`config.mk`:
```
export PLATFORM = sky130hd
export DESIGN_NAME = stall_control_unit
export DESIGN_NICKNAME = d
export VERILOG_FILES = /design/src/rtl/stall_control_unit.sv
export SDC_FILE = /design/constraint.sdc
export NUM_CORES = 1
export LEC_CHECK = 0
export CAP_MARGIN = 5
export CORE_UTILIZATION = 42
export CTS_BUF_LIST = sky130_fd_sc_hd__clkbuf_4 sky130_fd_sc_hd__clkbuf_8
export DETAILED_ROUTE_END_ITERATION = 7
export PLACE_DENSITY = 0.81
export SLEW_MARGIN = 5
export SYNTH_ARGS = -nofsm -noshare
export SYNTH_HDL_FRONTEND = slang
export SYNTH_SLANG_ARGS = --single-unit
export TNS_END_PERCENT = 5
```
`constraint.sdc`:
```
create_clock -name CLK -period 1.95 [get_ports CLK]
set_input_delay 0.195 -clock CLK [delete_from_list [all_inputs] [get_ports CLK]]
set_output_delay 0.195 -clock CLK [all_outputs]
set_load 0.03 [all_outputs]
```
`src/rtl/stall_control_unit.sv`:
```
// Pipeline stall controller: one-cycle load-use bubbles and multi-cycle M-extension holds.
// All outputs are registered and are derived from the state the FSM is entering.
module stall_control_unit (
    input  logic       CLK,
    input  logic       RESET,
    input  logic       MEM_READ_EX,
    input  logic [4:0] DEST_EX,
    input  logic [4:0] RS1_ID,
    input  logic [4:0] RS2_ID,
    input  logic       RS1_USED_ID,
    input  logic       RS2_USED_ID,
    input  logic       MULDIV_EX,
    input  logic       IS_DIV_EX,
    input  logic       FLUSH,
    output logic       PC_STALL,
    output logic       IFID_STALL,
    output logic       IDEX_BUBBLE,
    output logic       EX_HOLD,
    output logic       MULDIV_DONE,
    output logic       BUSY
);

    typedef enum logic [1:0] {
        IDLE        = 2'd0,
        LOAD_STALL  = 2'd1,
        MULDIV_WAIT = 2'd2
    } state_t;

    localparam logic [4:0] MUL_CYCLES = 5'd2;
    localparam logic [4:0] DIV_CYCLES = 5'd31;

    state_t     state;
    state_t     state_next;
    logic [4:0] cnt;
    logic [4:0] cnt_next;

    logic pc_stall_next;
    logic ifid_stall_next;
    logic idex_bubble_next;
    logic ex_hold_next;
    logic muldiv_done_next;
    logic busy_next;

    logic rs1_match;
    logic rs2_match;
    logic load_use_hit;

    // x0 is never a real producer, so a zero destination can never cause a hazard
    assign rs1_match    = RS1_USED_ID && (RS1_ID == DEST_EX);
    assign rs2_match    = RS2_USED_ID && (RS2_ID == DEST_EX);
    assign load_use_hit = MEM_READ_EX && (DEST_EX != 5'd0) && (rs1_match || rs2_match);

    always_comb begin
        state_next       = state;
        cnt_next         = cnt;
        muldiv_done_next = 1'b0;

        case (state)
            IDLE: begin
                cnt_next = 5'd0;
                if (FLUSH) begin
                    state_next = IDLE;
                end else if (MULDIV_EX) begin
                    state_next = MULDIV_WAIT;
                    cnt_next   = IS_DIV_EX ? DIV_CYCLES : MUL_CYCLES;
                end else if (load_use_hit) begin
                    state_next = LOAD_STALL;
                end
            end

            LOAD_STALL: begin
                state_next = IDLE;
                cnt_next   = 5'd0;
            end

            // Flush and new requests are deliberately ignored until the M-op retires
            MULDIV_WAIT: begin
                if (cnt <= 5'd1) begin
                    state_next       = IDLE;
                    cnt_next         = 5'd0;
                    muldiv_done_next = 1'b1;
                end else begin
                    cnt_next = cnt - 5'd1;
                end
            end

            default: begin
                state_next = IDLE;
                cnt_next   = 5'd0;
            end
        endcase

        pc_stall_next    = (state_next != IDLE);
        ifid_stall_next  = (state_next != IDLE);
        idex_bubble_next = (state_next == LOAD_STALL);
        ex_hold_next     = (state_next == MULDIV_WAIT);
        busy_next        = (state_next != IDLE);
    end

    always_ff @(posedge CLK or negedge RESET) begin
        if (!RESET) begin
            state       <= IDLE;
            cnt         <= 5'd0;
            PC_STALL    <= 1'b0;
            IFID_STALL  <= 1'b0;
            IDEX_BUBBLE <= 1'b0;
            EX_HOLD     <= 1'b0;
            MULDIV_DONE <= 1'b0;
            BUSY        <= 1'b0;
        end else begin
            state       <= state_next;
            cnt         <= cnt_next;
            PC_STALL    <= pc_stall_next;
            IFID_STALL  <= ifid_stall_next;
            IDEX_BUBBLE <= idex_bubble_next;
            EX_HOLD     <= ex_hold_next;
            MULDIV_DONE <= muldiv_done_next;
            BUSY        <= busy_next;
        end
    end

    // Structural invariants of the controller
    bubble_hold_exclusive: assert property (@(posedge CLK) disable iff (!RESET)
        !(IDEX_BUBBLE && EX_HOLD));

    done_only_when_idle: assert property (@(posedge CLK) disable iff (!RESET)
        MULDIV_DONE |-> !BUSY);

    wait_counter_nonzero: assert property (@(posedge CLK) disable iff (!RESET)
        (state == MULDIV_WAIT) |-> (cnt != 5'd0));

endmodule

```
==> flow_metrics.env <==
export IMPL_status="finished, final reports clean"
export IMPL_synth_top_cell_area_share_pct=43.1
export IMPL_drc=0
export IMPL_cts_setup_buffers=0
export IMPL_layout_drive_gt1_share_pct=7.87
export IMPL_post_route_min_period_ns=1.54
export IMPL_critPathKind="reg -> reg"
export IMPL_combPwrFrac_pct=50.3
export IMPL_die_h_um=41.0
export IMPL_synth_area_leader_cell="dfrtp_1"
export IMPL_yosysMostFrequentCell="dfrtp_1"
export IMPL_arrival_ns=1.71
export IMPL_ys_async_sr_fraction_pct=100
export IMPL_cts_resized=0
export IMPL_finalSetupViolations=0
export IMPL_gp_congestion=0.712
export IMPL_synthesis_area_sq_um=638
export IMPL_antenna_found_initial=0
export IMPL_htreeDepth=1
export IMPL_io_pins=29
export IMPL_max_cap_violations=0
export IMPL_ys_ff_latch=11
export IMPL_synth_yosys_seq_area_share_pct=43.1
export IMPL_synthCells=59
export IMPL_drt_iter0_markers=9
export IMPL_numCtsBuffers=3
export IMPL_initial_utilization_pct=47.3
export IMPL_die_width_um=41.0
export IMPL_final_cells=104
export IMPL_ant_nets=0
export IMPL_ctsLongestPathBuffers=2
export IMPL_min_path_type="in -> async"
export IMPL_fin_nets=115
export IMPL_swShare_pct=39.3
export IMPL_root_buffer="clkbuf_4"
export IMPL_rows=13
export IMPL_clock_sinks=11
export IMPL_synth_flop_cell="dfrtp_1"
export IMPL_core_sq_um=1350
export IMPL_skew_ns=0.00185
export IMPL_clk_latency_ns=0.26
export IMPL_grtUsageTotal_pct=19.5
export IMPL_via_per_inst=5.16
export IMPL_dp_hpwl_mm=1.22
export IMPL_worstMarginPinSlew_ns=0.481
export IMPL_clkTransAtPathRegs_ns=0.07
export IMPL_synth_edf_count=0
export IMPL_p_per_area_nw_per_um2=1190
export IMPL_yosys_top_cells_area="dfrtp_1 43%, xor2_1 12%, xnor2_1 5.5%, o41ai_4 4.3%, ha_1 3.9%"
export IMPL_tns_ns=0
export IMPL_p_switching_uw=447
export IMPL_setup_worst_path_start_class="flip-flop"
export IMPL_grt_max_degree=12
export IMPL_wl_mm=1.40
export IMPL_synth_commonest_cells="11 x dfrtp_1, 9 x xor2_1, 5 x nor3_1"
export IMPL_cp_end_kind="flip-flop"
export IMPL_vias=537
export IMPL_grt_pass1_vias=451
export IMPL_syn_to_final_growth_pct=49.2
export IMPL_p_clk_share_pct=14.5
export IMPL_die_area_sq_um=1680
export IMPL_wl_per_cell_um=13.4
export IMPL_crit_fanout=5
export IMPL_cts_tree="done"
export IMPL_drt_pass1_iter_count=4
export IMPL_rsz0062_at_grt="false"
export IMPL_synth_nets=84
export IMPL_p_leak_uw=0.000398
export IMPL_ir_drop_uv=703
export IMPL_avgSynthCellArea_sq_um=10.8
export IMPL_finalCritPeriodShare_pct=79.1
export IMPL_critical_path_required_ns=2.12
export IMPL_relSlewSlack_pct=67.9
export IMPL_p_int_uw=690
export IMPL_antenna_cells=0
export IMPL_reg2reg_slack_ns=0.41
export IMPL_ys_warn_count=0
export IMPL_maxSlewViolCount=0
export IMPL_hold_viol=0
export IMPL_max_freq_mhz=648
export IMPL_gr_total_overflow=0
export IMPL_ctsHoldBuffers=0
export IMPL_grt_pass1_wl_mm=2.09
export IMPL_io_buffers=28
export IMPL_placedCellCount=100
export IMPL_seqPwrFrac_pct=35.2
export IMPL_ys_types=24
-- registers in the layout, summed over array words and instances, names as in the netlist --
| signal | cells |
|---|---|
| BUSY | 1 |
| EX_HOLD | 1 |
| IDEX_BUBBLE | 1 |
| MULDIV_DONE | 1 |
| cnt | 5 |
| state | 2 |
-- power by group through the flow --
stage	Clock, uW	Sequential, uW	Combinational (uW)
CTS	173	400	575
detailed placement	0	405	573
floorplan	0	446	342
global route	180	413	627
finish	165	400	572
global placement	0	397	557
-- cells in the final DEF, fill, tap and decap left out, types with 2 or more instances in the layout --
cell type	count
inv_1	2
nand2_1	2
o21ai_0	4
a21oi_1	2
clkbuf_4	4
dfrtp_1	11
ha_1	2
xnor2_1	4
nor3_1	5
xor2_1	9
clkdlybuf4s50_1	28
nor2_1	3
-- worst paths after layout --
| path | startpoint | endpoint | cells after the start |
|---|---|---|---|
| min reg2reg | state[0]$_DFF_PN0_ | cnt[1]$_DFF_PN0_ | 1 |
| min | RESET | cnt[3]$_DFF_PN0_ | 1 |
| min in group CLK | MEM_READ_EX | IDEX_BUBBLE$_DFF_PN0_ | 3 |
| max in group asynchronous | RESET | state[0]$_DFF_PN0_ | 1 |
| max reg2reg | cnt[0]$_DFF_PN0_ | cnt[0]$_DFF_PN0_ | 5 |
| max | cnt[0]$_DFF_PN0_ | cnt[0]$_DFF_PN0_ | 5 |
-- worst max-delay path: stages (launching register included) --
cell and delay (ns):
dfrtp_1 0.42, ha_1 0.20, o21ba_1 0.28, o41ai_4 0.09, or2_1 0.26, o21ai_0 0.20
-- metal layers --
metal	up-vias	share of wire [%]	global-route usage, %
met5	-	0	0
li1	267	-	-
met4	0	0	0
met3	0	3.8	7.07
met2	17	51	31.3
met1	253	45	26.7
-- cells by family (layout without fill, tap and decap cells) --
group | count (synthesis) | after routing | share of synthesized area [%]
fa+ha+maj | 2 | 2 | 3.92
compound gates | 12 | 12 | 16.3
xor+xnor | 13 | 13 | 17.8
buf+inv | 4 | 34 | 3.53
flops | 11 | 11 | 43.1
simple gates | 17 | 17 | 15.3
-- metrics by stage --
step / setup slack [ns] / cell area [sq um] / hold slack, ns / utilization (%) / total power, uW
after floorplan: 0.571 / 638 / -0.101 / - / 788
after global placement: 0.310 / 922 / 0.525 / 68.3 / 954
after detailed placement: 0.287 / 922 / 0.511 / 68.3 / 978
after CTS: 0.394 / 952 / 0.267 / 70.5 / 1150
after global routing: 0.320 / 952 / 0.286 / 70.5 / 1220
final: 0.407 / 952 / 0.257 / 70.5 / 1140
-- cell type report --
cell class	instances	area [sq um]
fill	108	398
multi-input combinational	44	340
timing repair buffer	28	280
sequential	11	275
clock buffer	4	30.0
tap	15	18.8
inverter	2	7.51
Note: power is estimated with default switching activity, not from simulation.
